--- src/rtl/debug_ctrl_pkg.sv ---
// debug_ctrl_pkg -- shared encodings and parameter defaults for cpu_debug_ctrl.
// Revision 1.0
`default_nettype none

package debug_ctrl_pkg;

  localparam int DEF_ADDR_WIDTH  = 4;
  localparam int DEF_DATA_WIDTH  = 8;
  localparam int DEF_CYCLE_WIDTH = 16;

  typedef enum logic [1:0] {
    OP_CLEAR = 2'd0,
    OP_WRITE = 2'd1,
    OP_READ  = 2'd2,
    OP_RUN   = 2'd3
  } op_e;

  typedef enum logic [1:0] {
    ST_OK        = 2'd0,
    ST_TIMEOUT   = 2'd1,
    ST_RANGE_ERR = 2'd2
  } status_e;

  typedef enum logic [2:0] {
    S_IDLE    = 3'd0,
    S_CLEAR   = 3'd1,
    S_WRITE   = 3'd2,
    S_RD_ADDR = 3'd3,
    S_RD_WAIT = 3'd4,
    S_RUN     = 3'd5,
    S_RESP    = 3'd6
  } state_e;

endpackage

`default_nettype wire

--- src/rtl/cpu_debug_ctrl_if.sv ---
// cpu_debug_ctrl_if -- command, RAM, CPU-control and response signals of cpu_debug_ctrl.
// Revision 1.0
`default_nettype none

interface cpu_debug_ctrl_if
  import debug_ctrl_pkg::*;
#(
  parameter int ADDR_WIDTH  = DEF_ADDR_WIDTH,
  parameter int DATA_WIDTH  = DEF_DATA_WIDTH,
  parameter int CYCLE_WIDTH = DEF_CYCLE_WIDTH
);

  logic                   cmd_valid;
  logic                   cmd_ready;
  logic [1:0]             cmd_op;
  logic [ADDR_WIDTH-1:0]  cmd_addr;
  logic [ADDR_WIDTH-1:0]  cmd_addr_end;
  logic [DATA_WIDTH-1:0]  cmd_data;
  logic [CYCLE_WIDTH-1:0] cmd_max_cycles;

  logic                   mem_we;
  logic [ADDR_WIDTH-1:0]  mem_addr;
  logic [DATA_WIDTH-1:0]  mem_wdata;
  logic [DATA_WIDTH-1:0]  mem_rdata;

  logic                   cpu_run;
  logic                   cpu_halt;

  logic                   rsp_valid;
  logic [1:0]             rsp_status;
  logic [DATA_WIDTH-1:0]  rsp_data;
  logic [CYCLE_WIDTH-1:0] rsp_cycles;

  modport master (
    output cmd_valid, cmd_op, cmd_addr, cmd_addr_end, cmd_data, cmd_max_cycles,
    input  cmd_ready,
    input  mem_we, mem_addr, mem_wdata,
    output mem_rdata,
    input  cpu_run,
    output cpu_halt,
    input  rsp_valid, rsp_status, rsp_data, rsp_cycles
  );

  modport slave (
    input  cmd_valid, cmd_op, cmd_addr, cmd_addr_end, cmd_data, cmd_max_cycles,
    output cmd_ready,
    output mem_we, mem_addr, mem_wdata,
    input  mem_rdata,
    output cpu_run,
    input  cpu_halt,
    output rsp_valid, rsp_status, rsp_data, rsp_cycles
  );

endinterface

`default_nettype wire

--- src/rtl/dbg_cycle_counter.sv ---
// dbg_cycle_counter -- run cycle counter; hit_o flags the cycle whose increment reaches limit_i.
// Revision 1.0
`default_nettype none

module dbg_cycle_counter
  import debug_ctrl_pkg::*;
#(
  parameter int CYCLE_WIDTH = DEF_CYCLE_WIDTH
) (
  input  logic                   clk,
  input  logic                   reset,
  input  logic                   clear_i,
  input  logic                   enable_i,
  input  logic [CYCLE_WIDTH-1:0] limit_i,
  output logic [CYCLE_WIDTH-1:0] count_o,
  output logic                   hit_o
);

  logic [CYCLE_WIDTH-1:0] count_q;

  always_ff @(posedge clk or negedge reset) begin
    if (!reset) begin
      count_q <= '0;
    end else if (clear_i) begin
      count_q <= '0;
    end else if (enable_i) begin
      count_q <= count_q + CYCLE_WIDTH'(1);
    end
  end

  assign count_o = count_q;
  assign hit_o   = enable_i && ((count_q + CYCLE_WIDTH'(1)) == limit_i);

endmodule

`default_nettype wire

--- src/rtl/cpu_debug_ctrl.sv ---
// cpu_debug_ctrl -- debug command FSM: RAM clear/write/read and bounded CPU run.
// Revision 1.0; define DBG_RUN_TIMEOUT_EN to end RUN with TIMEOUT at cmd_max_cycles.
`default_nettype none

module cpu_debug_ctrl
  import debug_ctrl_pkg::*;
#(
  parameter int ADDR_WIDTH  = DEF_ADDR_WIDTH,
  parameter int DATA_WIDTH  = DEF_DATA_WIDTH,
  parameter int CYCLE_WIDTH = DEF_CYCLE_WIDTH
) (
  input  logic            clk,
  input  logic            reset,
  cpu_debug_ctrl_if.slave bus
);

  state_e                 state_q, state_d;
  status_e                status_q, status_d;
  logic                   alive_q;
  logic [ADDR_WIDTH-1:0]  addr_q, addr_d, end_q, end_d;
  logic [DATA_WIDTH-1:0]  wdata_q, wdata_d, rdata_q, rdata_d;
  logic [CYCLE_WIDTH-1:0] max_q, max_d, cycles_q, cycles_d;
  logic [CYCLE_WIDTH-1:0] cnt;
  logic                   cnt_clear, hit, ready, accept, run;
  logic                   rsp_load;
  status_e                rsp_st;
  logic [DATA_WIDTH-1:0]  rsp_dat;
  logic [CYCLE_WIDTH-1:0] rsp_cyc;

  // alive_q keeps cmd_ready low until the first edge after reset releases
  assign ready  = alive_q && (state_q == S_IDLE);
  assign accept = bus.cmd_valid && ready;
  assign run    = (state_q == S_RUN);

  dbg_cycle_counter #(.CYCLE_WIDTH(CYCLE_WIDTH)) u_cnt (
    .clk      (clk),
    .reset    (reset),
    .clear_i  (cnt_clear),
    .enable_i (run),
    .limit_i  (max_q),
    .count_o  (cnt),
    .hit_o    (hit)
  );

  always_ff @(posedge clk or negedge reset) begin
    if (!reset) begin
      state_q  <= S_IDLE;
      status_q <= ST_OK;
      alive_q  <= 1'b0;
      addr_q   <= '0;
      end_q    <= '0;
      wdata_q  <= '0;
      rdata_q  <= '0;
      max_q    <= '0;
      cycles_q <= '0;
    end else begin
      state_q  <= state_d;
      status_q <= status_d;
      alive_q  <= 1'b1;
      addr_q   <= addr_d;
      end_q    <= end_d;
      wdata_q  <= wdata_d;
      rdata_q  <= rdata_d;
      max_q    <= max_d;
      cycles_q <= cycles_d;
    end
  end

  always_comb begin
    state_d   = state_q;
    status_d  = status_q;
    addr_d    = addr_q;
    end_d     = end_q;
    wdata_d   = wdata_q;
    rdata_d   = rdata_q;
    max_d     = max_q;
    cycles_d  = cycles_q;
    cnt_clear = 1'b0;
    rsp_load  = 1'b0;
    rsp_st    = ST_OK;
    rsp_dat   = '0;
    rsp_cyc   = '0;

    case (state_q)
      S_IDLE: begin
        if (accept) begin
          addr_d  = bus.cmd_addr;
          end_d   = bus.cmd_addr_end;
          max_d   = bus.cmd_max_cycles;
          wdata_d = '0;
          case (op_e'(bus.cmd_op))
            OP_CLEAR: begin
              if (bus.cmd_addr > bus.cmd_addr_end) begin
                rsp_load = 1'b1;
                rsp_st   = ST_RANGE_ERR;
              end else begin
                state_d = S_CLEAR;
              end
            end
            OP_WRITE: begin
              wdata_d = bus.cmd_data;
              state_d = S_WRITE;
            end
            OP_READ:  state_d = S_RD_ADDR;
            OP_RUN: begin
              if (bus.cpu_halt) begin
                rsp_load = 1'b1;
              end else begin
                cnt_clear = 1'b1;
                state_d   = S_RUN;
              end
            end
            default:  state_d = S_IDLE;
          endcase
        end
      end
      // stopping on equality rather than incrementing past the end avoids wrap
      S_CLEAR: begin
        if (addr_q == end_q) begin
          rsp_load = 1'b1;
        end else begin
          addr_d = addr_q + ADDR_WIDTH'(1);
        end
      end
      S_WRITE:   rsp_load = 1'b1;
      S_RD_ADDR: state_d  = S_RD_WAIT;
      S_RD_WAIT: begin
        rsp_load = 1'b1;
        rsp_dat  = bus.mem_rdata;
      end
      S_RUN: begin
        if (bus.cpu_halt) begin
          rsp_load = 1'b1;
          rsp_cyc  = cnt + CYCLE_WIDTH'(1);
        end
`ifdef DBG_RUN_TIMEOUT_EN
        else if (hit) begin
          rsp_load = 1'b1;
          rsp_st   = ST_TIMEOUT;
          rsp_cyc  = max_q;
        end
`endif
      end
      S_RESP:    state_d = S_IDLE;
      default:   state_d = S_IDLE;
    endcase

    if (rsp_load) begin
      state_d  = S_RESP;
      status_d = rsp_st;
      rdata_d  = rsp_dat;
      cycles_d = rsp_cyc;
    end
  end

`ifndef DBG_RUN_TIMEOUT_EN
  logic unused_hit;
  assign unused_hit = hit;
`endif

  assign bus.cmd_ready  = ready;
  assign bus.mem_we     = (state_q == S_CLEAR) || (state_q == S_WRITE);
  assign bus.mem_addr   = addr_q;
  assign bus.mem_wdata  = wdata_q;
  assign bus.cpu_run    = run;
  assign bus.rsp_valid  = (state_q == S_RESP);
  assign bus.rsp_status = status_q;
  assign bus.rsp_data   = rdata_q;
  assign bus.rsp_cycles = cycles_q;

endmodule

`default_nettype wire

--- src/flat_wrapper.sv ---
// flat-port wrapper written by rule: the top's interface ports become plain ports
module cpu_debug_ctrl_flat import debug_ctrl_pkg::*;
#(
  parameter int ADDR_WIDTH  = DEF_ADDR_WIDTH,
  parameter int DATA_WIDTH  = DEF_DATA_WIDTH,
  parameter int CYCLE_WIDTH = DEF_CYCLE_WIDTH
)
  (clk, reset, bus_cmd_valid, bus_cmd_op, bus_cmd_addr, bus_cmd_addr_end, bus_cmd_data, bus_cmd_max_cycles, bus_cmd_ready, bus_mem_we, bus_mem_addr, bus_mem_wdata, bus_mem_rdata, bus_cpu_run, bus_cpu_halt, bus_rsp_valid, bus_rsp_status, bus_rsp_data, bus_rsp_cycles);
  cpu_debug_ctrl_if #(.ADDR_WIDTH(ADDR_WIDTH), .DATA_WIDTH(DATA_WIDTH), .CYCLE_WIDTH(CYCLE_WIDTH)) bus_i ();
  input  logic clk;
  input  logic reset;
  input wire logic [$bits(bus_i.cmd_valid)-1:0] bus_cmd_valid;
  input wire logic [$bits(bus_i.cmd_op)-1:0] bus_cmd_op;
  input wire logic [$bits(bus_i.cmd_addr)-1:0] bus_cmd_addr;
  input wire logic [$bits(bus_i.cmd_addr_end)-1:0] bus_cmd_addr_end;
  input wire logic [$bits(bus_i.cmd_data)-1:0] bus_cmd_data;
  input wire logic [$bits(bus_i.cmd_max_cycles)-1:0] bus_cmd_max_cycles;
  output wire logic [$bits(bus_i.cmd_ready)-1:0] bus_cmd_ready;
  output wire logic [$bits(bus_i.mem_we)-1:0] bus_mem_we;
  output wire logic [$bits(bus_i.mem_addr)-1:0] bus_mem_addr;
  output wire logic [$bits(bus_i.mem_wdata)-1:0] bus_mem_wdata;
  input wire logic [$bits(bus_i.mem_rdata)-1:0] bus_mem_rdata;
  output wire logic [$bits(bus_i.cpu_run)-1:0] bus_cpu_run;
  input wire logic [$bits(bus_i.cpu_halt)-1:0] bus_cpu_halt;
  output wire logic [$bits(bus_i.rsp_valid)-1:0] bus_rsp_valid;
  output wire logic [$bits(bus_i.rsp_status)-1:0] bus_rsp_status;
  output wire logic [$bits(bus_i.rsp_data)-1:0] bus_rsp_data;
  output wire logic [$bits(bus_i.rsp_cycles)-1:0] bus_rsp_cycles;
  assign bus_i.cmd_valid = bus_cmd_valid;
  assign bus_i.cmd_op = bus_cmd_op;
  assign bus_i.cmd_addr = bus_cmd_addr;
  assign bus_i.cmd_addr_end = bus_cmd_addr_end;
  assign bus_i.cmd_data = bus_cmd_data;
  assign bus_i.cmd_max_cycles = bus_cmd_max_cycles;
  assign bus_cmd_ready = bus_i.cmd_ready;
  assign bus_mem_we = bus_i.mem_we;
  assign bus_mem_addr = bus_i.mem_addr;
  assign bus_mem_wdata = bus_i.mem_wdata;
  assign bus_i.mem_rdata = bus_mem_rdata;
  assign bus_cpu_run = bus_i.cpu_run;
  assign bus_i.cpu_halt = bus_cpu_halt;
  assign bus_rsp_valid = bus_i.rsp_valid;
  assign bus_rsp_status = bus_i.rsp_status;
  assign bus_rsp_data = bus_i.rsp_data;
  assign bus_rsp_cycles = bus_i.rsp_cycles;
  cpu_debug_ctrl #(.ADDR_WIDTH(ADDR_WIDTH), .DATA_WIDTH(DATA_WIDTH), .CYCLE_WIDTH(CYCLE_WIDTH)) u_core (.clk(clk), .reset(reset), .bus(bus_i));
endmodule
--- config.mk ---
export PLATFORM = sky130hd
export DESIGN_NAME = cpu_debug_ctrl_flat
export DESIGN_NICKNAME = d
export VERILOG_FILES = /design/src/rtl/debug_ctrl_pkg.sv /design/src/rtl/cpu_debug_ctrl_if.sv /design/src/rtl/dbg_cycle_counter.sv /design/src/rtl/cpu_debug_ctrl.sv /design/src/flat_wrapper.sv
export SDC_FILE = /design/constraint.sdc
export NUM_CORES = 1
export LEC_CHECK = 0
export ABC_AREA = 1
export CAP_MARGIN = 20
export CORE_MARGIN = 8
export CORE_UTILIZATION = 52
export DETAILED_ROUTE_END_ITERATION = 8
export HOLD_SLACK_MARGIN = 0.06
export PLACE_DENSITY_LB_ADDON = 0.05
export SETUP_SLACK_MARGIN = 0.15
export SLEW_MARGIN = 10
export SYNTH_ARGS = -nofsm -noshare
export SYNTH_HDL_FRONTEND = slang
export SYNTH_SLANG_ARGS = --single-unit
--- constraint.sdc ---
create_clock -name clk -period 4.2 [get_ports clk]
set_clock_uncertainty 0.2 [all_clocks]
set_input_delay 0.63 -clock clk [delete_from_list [all_inputs] [get_ports clk]]
set_output_delay 0.63 -clock clk [all_outputs]
set_load 0.05 [all_outputs]
**Word level (Yosys, flattened, before mapping)**

Cells that the tools add are included.
Widths: inputs -> output; s select.

- Add/subtract/negate cells: 2
- $lt $le $gt $ge: 1
- Equal/unequal tests: 16
- Muxes and demuxes: 29
- Reductions and logical operators: 12

Operator list:

| operator | count |
|---|---|
| $mux 16 | 4 |
| $add 16x1->16 const B | 1 |
| $mux 8 | 2 |
| $mux 3 | 4 |
| $pmux 3 s4 | 1 |
| $eq 3x3->1 const B | 3 |
| $pmux 3 s3 | 1 |
| $mux 1 | 8 |
| $mux 2 | 4 |
| $mux 4 | 2 |
| $ne 4x3->1 const B | 2 |
| $pmux 4 s2 | 1 |
| $eq 3x2->1 const B | 2 |
| $add 4x1->4 const B | 1 |
| $eq 2x2->1 const B | 2 |
| $eq 4x4->1 | 1 |
| $gt 4x4->1 | 1 |
| $ne 2x1->1 const B | 2 |
| $pmux 1 s4 | 1 |
| $reduce_and 4->1 | 1 |
| $reduce_bool 2->1 | 2 |
| $reduce_or 4->1 | 1 |
| $eq 3x1->1 const B | 1 |
| $logic_not 3->1 | 1 |
| other kinds (10) | 11 |

- Register bits after elaboration: 62
- Input port bits: 46
- Output and inout bits: 42
- Word-level logic and storage cells: 69

**Logic depth before layout (Yosys ltp)**

- Word-level depth: 7
- Gate-level depth with buffers: 14
- Depth with buffers taken out: 14

**Modules after synthesis**

From an unflattened synthesis, not the netlist that was laid out.

- Cell total of the unflattened synthesis: 621
- Area total of the unflattened synthesis: 4590.7 um^2

By module, submodules not included:

| module | instances | cells each | area an instance (um^2) | sequential area each (um^2) |
|---|---|---|---|---|
| cpu_debug_ctrl | 1 | 429 | 3273.1 | 1526.5 |
| dbg_cycle_counter | 1 | 192 | 1317.5 | 400.4 |

**Worst setup path before layout**

No wires, ideal clock.

- Kind: reg-to-output
- Start: register u_core.state_q[2]
- End: output port bus_mem_we
- Data arrival time: 1733 ps
- Data required time: 3370 ps
- Setup slack: 1637 ps
- Cell stages (with the launch flop): 4
- Path buffers: 0
- Cells stage by stage: dfrtp_1 inv_1 nand2_1 o21ai_0

- Cells in the longest elaborated chain, start to end: 2
- Elaborated cells on any way between the ends: 3
- Those cells by class: eq/ne: 2; reduce/logical: 1

Ends and longest elaborated chain:

| what | RTL line | RTL |
|---|---|---|
| start, declared | cpu_debug_ctrl.sv:17 | `state_e state_q, state_d;` |
| start signal, assigned | cpu_debug_ctrl.sv:57 | `state_q <= state_d;` |
| $eq 3x1->1 or $eq 3x2->1 (tied branches) | cpu_debug_ctrl.sv:162 | `assign bus.mem_we = (state_q == S_CLEAR) \|\| (state_q == S_WRITE);` |
| $logic_or 1x1->1 (*) | cpu_debug_ctrl.sv:162 |  |
| end, declared | flat_wrapper.sv:19 | `output wire logic [$bits(bus_i.mem_we)-1:0] bus_mem_we;` |

Mark *: on every way between the ends. The rest lies on a longest branch, timed or not.

**Worst setup path in the final report**

- Start: register u_core.state_q[0]
- End: output port bus_cpu_run

- Cells in the longest elaborated chain, start to end: 1

Ends and longest elaborated chain:

| what | RTL line | RTL |
|---|---|---|
| $eq 3x3->1 | cpu_debug_ctrl.sv:33 | `assign run = (state_q == S_RUN);` |
| end, declared | flat_wrapper.sv:23 | `output wire logic [$bits(bus_i.cpu_run)-1:0] bus_cpu_run;` |

Every way passes these cells.

==> results by group <==
Route
  • DRT iter0 DRCs: 153
  • WL/cell: 14.1 µm
  • Routed vias: 2,803
  • ANT nets after route: 0
  • TritonRoute pass-1 iters: 4
  • Vias per cell: 5.12
  • Routed WL: 7.70 mm
  • DRC viols: 0

Floorplanning
  • Die height: 95.0 µm
  • Row cnt: 28
  • Core ar.: 5990 µm²
  • Initial Util: 54.1%
  • Die ar.: 9020 µm²
  • Chip width: 95.0 µm
  • Ports: 88

STA
  • Min Tclk post-route: 3.02 ns
  • Final setup margin: 1.18 ns
  • Tcrit/Tclk final: 71.9%
  • F_max: 331 MHz
  • Setup violators final: 0
  • Hold Violations, Final: 0
  • Setup TNS: 0 ns
  • RSZ-0062 raised after global routing: false
  • Worst slew margin: 49.2%
  • WHS: 0.155 ns
  • Slew Viols, Final: 0
  • Worst slew pin tran: 0.762 ns

Cells and area
  • Synthesis-to-finish area growth: 27.8%
  • NumNets Final: 523
  • Antenna diode count: 0
  • Layout cells sized above 1: 7.20%
  • Filler Cell Count: 490
  • Non-Filler Instances: 547

Yosys
  • Syn Area/Cell: 8.21 µm²
  • Synth unique cells: 33
  • Syn nets: 451
  • Register area share after synthesis: 47.1%
  • Cell with the most instances after synthesis: nand2_1
  • Post-synthesis register bit count: 61
  • Gate Count Post-Synth: 395
  • Synthesized area: 3240 µm²
  • Top cell type's share of synthesized area: 47.1%
  • Synth Flop Type: dfrtp_1
  • Synth top area cells: dfrtp_1, nand2_1, inv_1
  • Commonest cells post-synth: nand2_1, inv_1, dfrtp_1
  • Async SR Flop Fraction: 100%
  • Yosys warning total: 0
  • Area leader, netlist: dfrtp_1
  • EDFF count, synth: 0

Global routing
  • First-pass GRT wire length: 13.0 mm
  • Overall Global Routing Usage: 18.5%
  • Largest net degree at the start of global routing: 34
  • Vias in the first global route: 2,793
  • Antenna violations before repair: 0
  • GRT overflow: 0

Pwr
  • Power, Total: 2870 µW
  • Maximum vdd drop: 0.420 mV
  • Lkg Pwr: 0.00197 µW
  • Clk network pwr share: 16.3%
  • Gate power share: 49.9%
  • Internal power: 1500 µW
  • Sw Ratio: 47.7%
  • Pwr/cell area: 692 nW/µm²
  • Flop pwr share: 33.9%
  • Switching power of the nets: 1370 µW

Clock network
  • CTS sink count: 61
  • TritonCTS clock tree: yes
  • CTS H-tree lvls: 3
  • Num CTS Buffers: 9
  • CTS root buf: clkbuf_8
  • Clk_lat worst skew: 0.34 ns
  • Clock slew at reported path FFs: 0.07 ns
  • Hold_buf cts: 0
  • Number of post-CTS setup repair buffers: 0
  • PostCTS Resize Cnt: 0
  • Longest Clk Path Bufs: 2

Critical path
  • Worst path slowest cell: clkdlybuf4s50_1
  • Crit path arrival time: 2.19 ns
  • Crit start category: flop
  • R2r setup slk: 2.02 ns
  • CP bufs+invs: 2
  • Start of the worst register-to-register path: u_core.state_q[0]$_DFFE_PN0P_
  • Crit path max fanout: 11
  • Reg-to-reg endpoint: u_core.u_cnt.count_o[11]$_DFFE_PN0P_
  • Crit-path cells: nand2_1 > nor2_1 > buf_4 > clkdlybuf4s50_1
  • Worst Path Required: 3.37 ns
  • Nature of the critical path endpoint: primary output
  • CP top delay family: buffers and inverters
  • Critical path class: flop to primary output
  • Critical Path Max Stage Delay: 0.83 ns
  • Worst Reg-to-Reg Cells: 6

Placement
  • Final HPWL DP: 5.71 mm
  • Place WS: 1.38 ns
  • Port buffer count: 70
  • Placed Cells: 531
  • GP Congestion: 0.861

Run
  • Max cap viols: 0

Worst hold path
  • Worst Hold Class: input port to async pin

Outcome
  • Outcome: complete, no violations
-- layer usage --
| metal | GRT usage (%) | up-vias | share of wire [%] |
|---|---|---|---|
| li1 | - | 1428 | - |
| met1 | 23.7 | 1295 | 46 |
| met2 | 27.6 | 70 | 45 |
| met3 | 6.03 | 10 | 8.0 |
| met4 | 9.10 | 0 | 1.3 |
| met5 | 0 | - | 0 |
-- worst max-delay path by stage --
stage	endpoint	start	cells after the start	slack (ns)
after floorplan	bus_mem_we	u_core.state_q[2]$_DFFE_PN0P_	3	1.64
after global placement	u_core.bus.rsp_data[3]$_DFFE_PN0P_	bus_cmd_addr_end[3]	10	1.43
after detailed placement	u_core.bus.rsp_data[3]$_DFFE_PN0P_	bus_cmd_addr_end[3]	10	1.38
after CTS	bus_cpu_run	u_core.state_q[0]$_DFFE_PN0P_	4	1.17
after global routing	bus_cpu_run	u_core.state_q[0]$_DFFE_PN0P_	4	1.07
final	bus_cpu_run	u_core.state_q[0]$_DFFE_PN0P_	4	1.18
-- placed cells by master, fill, tap and decap left out, types with 4 or more instances in the layout --
master           netlist  routed
inv_1                 71      71
nand3_1               34      34
nor3_1                 7       7
ha_1                  10      10
nand2_1               87      87
dfrtp_1               61      61
o21ai_0               41      41
nor2_1                11      11
xor2_1                 4       4
o22ai_1               16      16
nor2_4                 4       4
clkbuf_8               0      11
nand4_1               12      12
clkdlybuf4s50_1        0      69
-- final cells by class --
cell class | count | area [µm²] | share of cell area, %
flip-flops and latches | 61 | 1530 | 36.8
repair buffers | 72 | 711 | 17.1
multi-input cells | 251 | 1370 | 32.9
clock inverters | 4 | 22.5 | 0.543
inverters | 72 | 270 | 6.52
clock buffers | 12 | 155 | 3.74
well taps | 75 | 93.8 | 2.26
-- cell families after synthesis --
| logic type | after synthesis | share of synthesized area (%) |
|---|---|---|
| AND/OR/NAND/NOR | 165 | 24.7 |
| buffers and inverters | 83 | 10.8 |
| AO/OA/AOI/OAI | 67 | 11.4 |
| flip-flops | 61 | 47.1 |
| adder cells (fa/ha/maj) | 10 | 3.86 |
| XOR/XNOR | 7 | 1.89 |
| other | 2 | 0.232 |
-- flip-flops by register name (all words and copies together), names as in the netlist --
signal                 cells
u_core.alive_q             1
u_core.bus.rsp_data        8
u_core.bus.rsp_status      1
u_core.bus.mem_addr        4
u_core.bus.rsp_cycles     16
u_core.state_q             3
u_core.u_cnt.count_o      16
u_core.bus.mem_wdata       8
u_core.end_q               4
-- per-stage QoR --
stage          cell area [µm²]  utilization (%)
2_1_floorplan             3240                -
3_3_place_gp              3970             66.2
3_5_place_dp              3970             66.2
4_1_cts                   4140             69.2
5_1_grt                   4140             69.2
6_report                  4140             69.2
-- power by group through the flow --
stage	Clock [µW]	Combinational, µW	Sequential [µW]
final	467	1430	971
after global routing	510	1560	999
after CTS	481	1440	971
after detailed placement	0	1440	979
after global placement	0	1410	969
after floorplan	0	732	1270
Note: power is estimated with default switching activity, not from simulation.
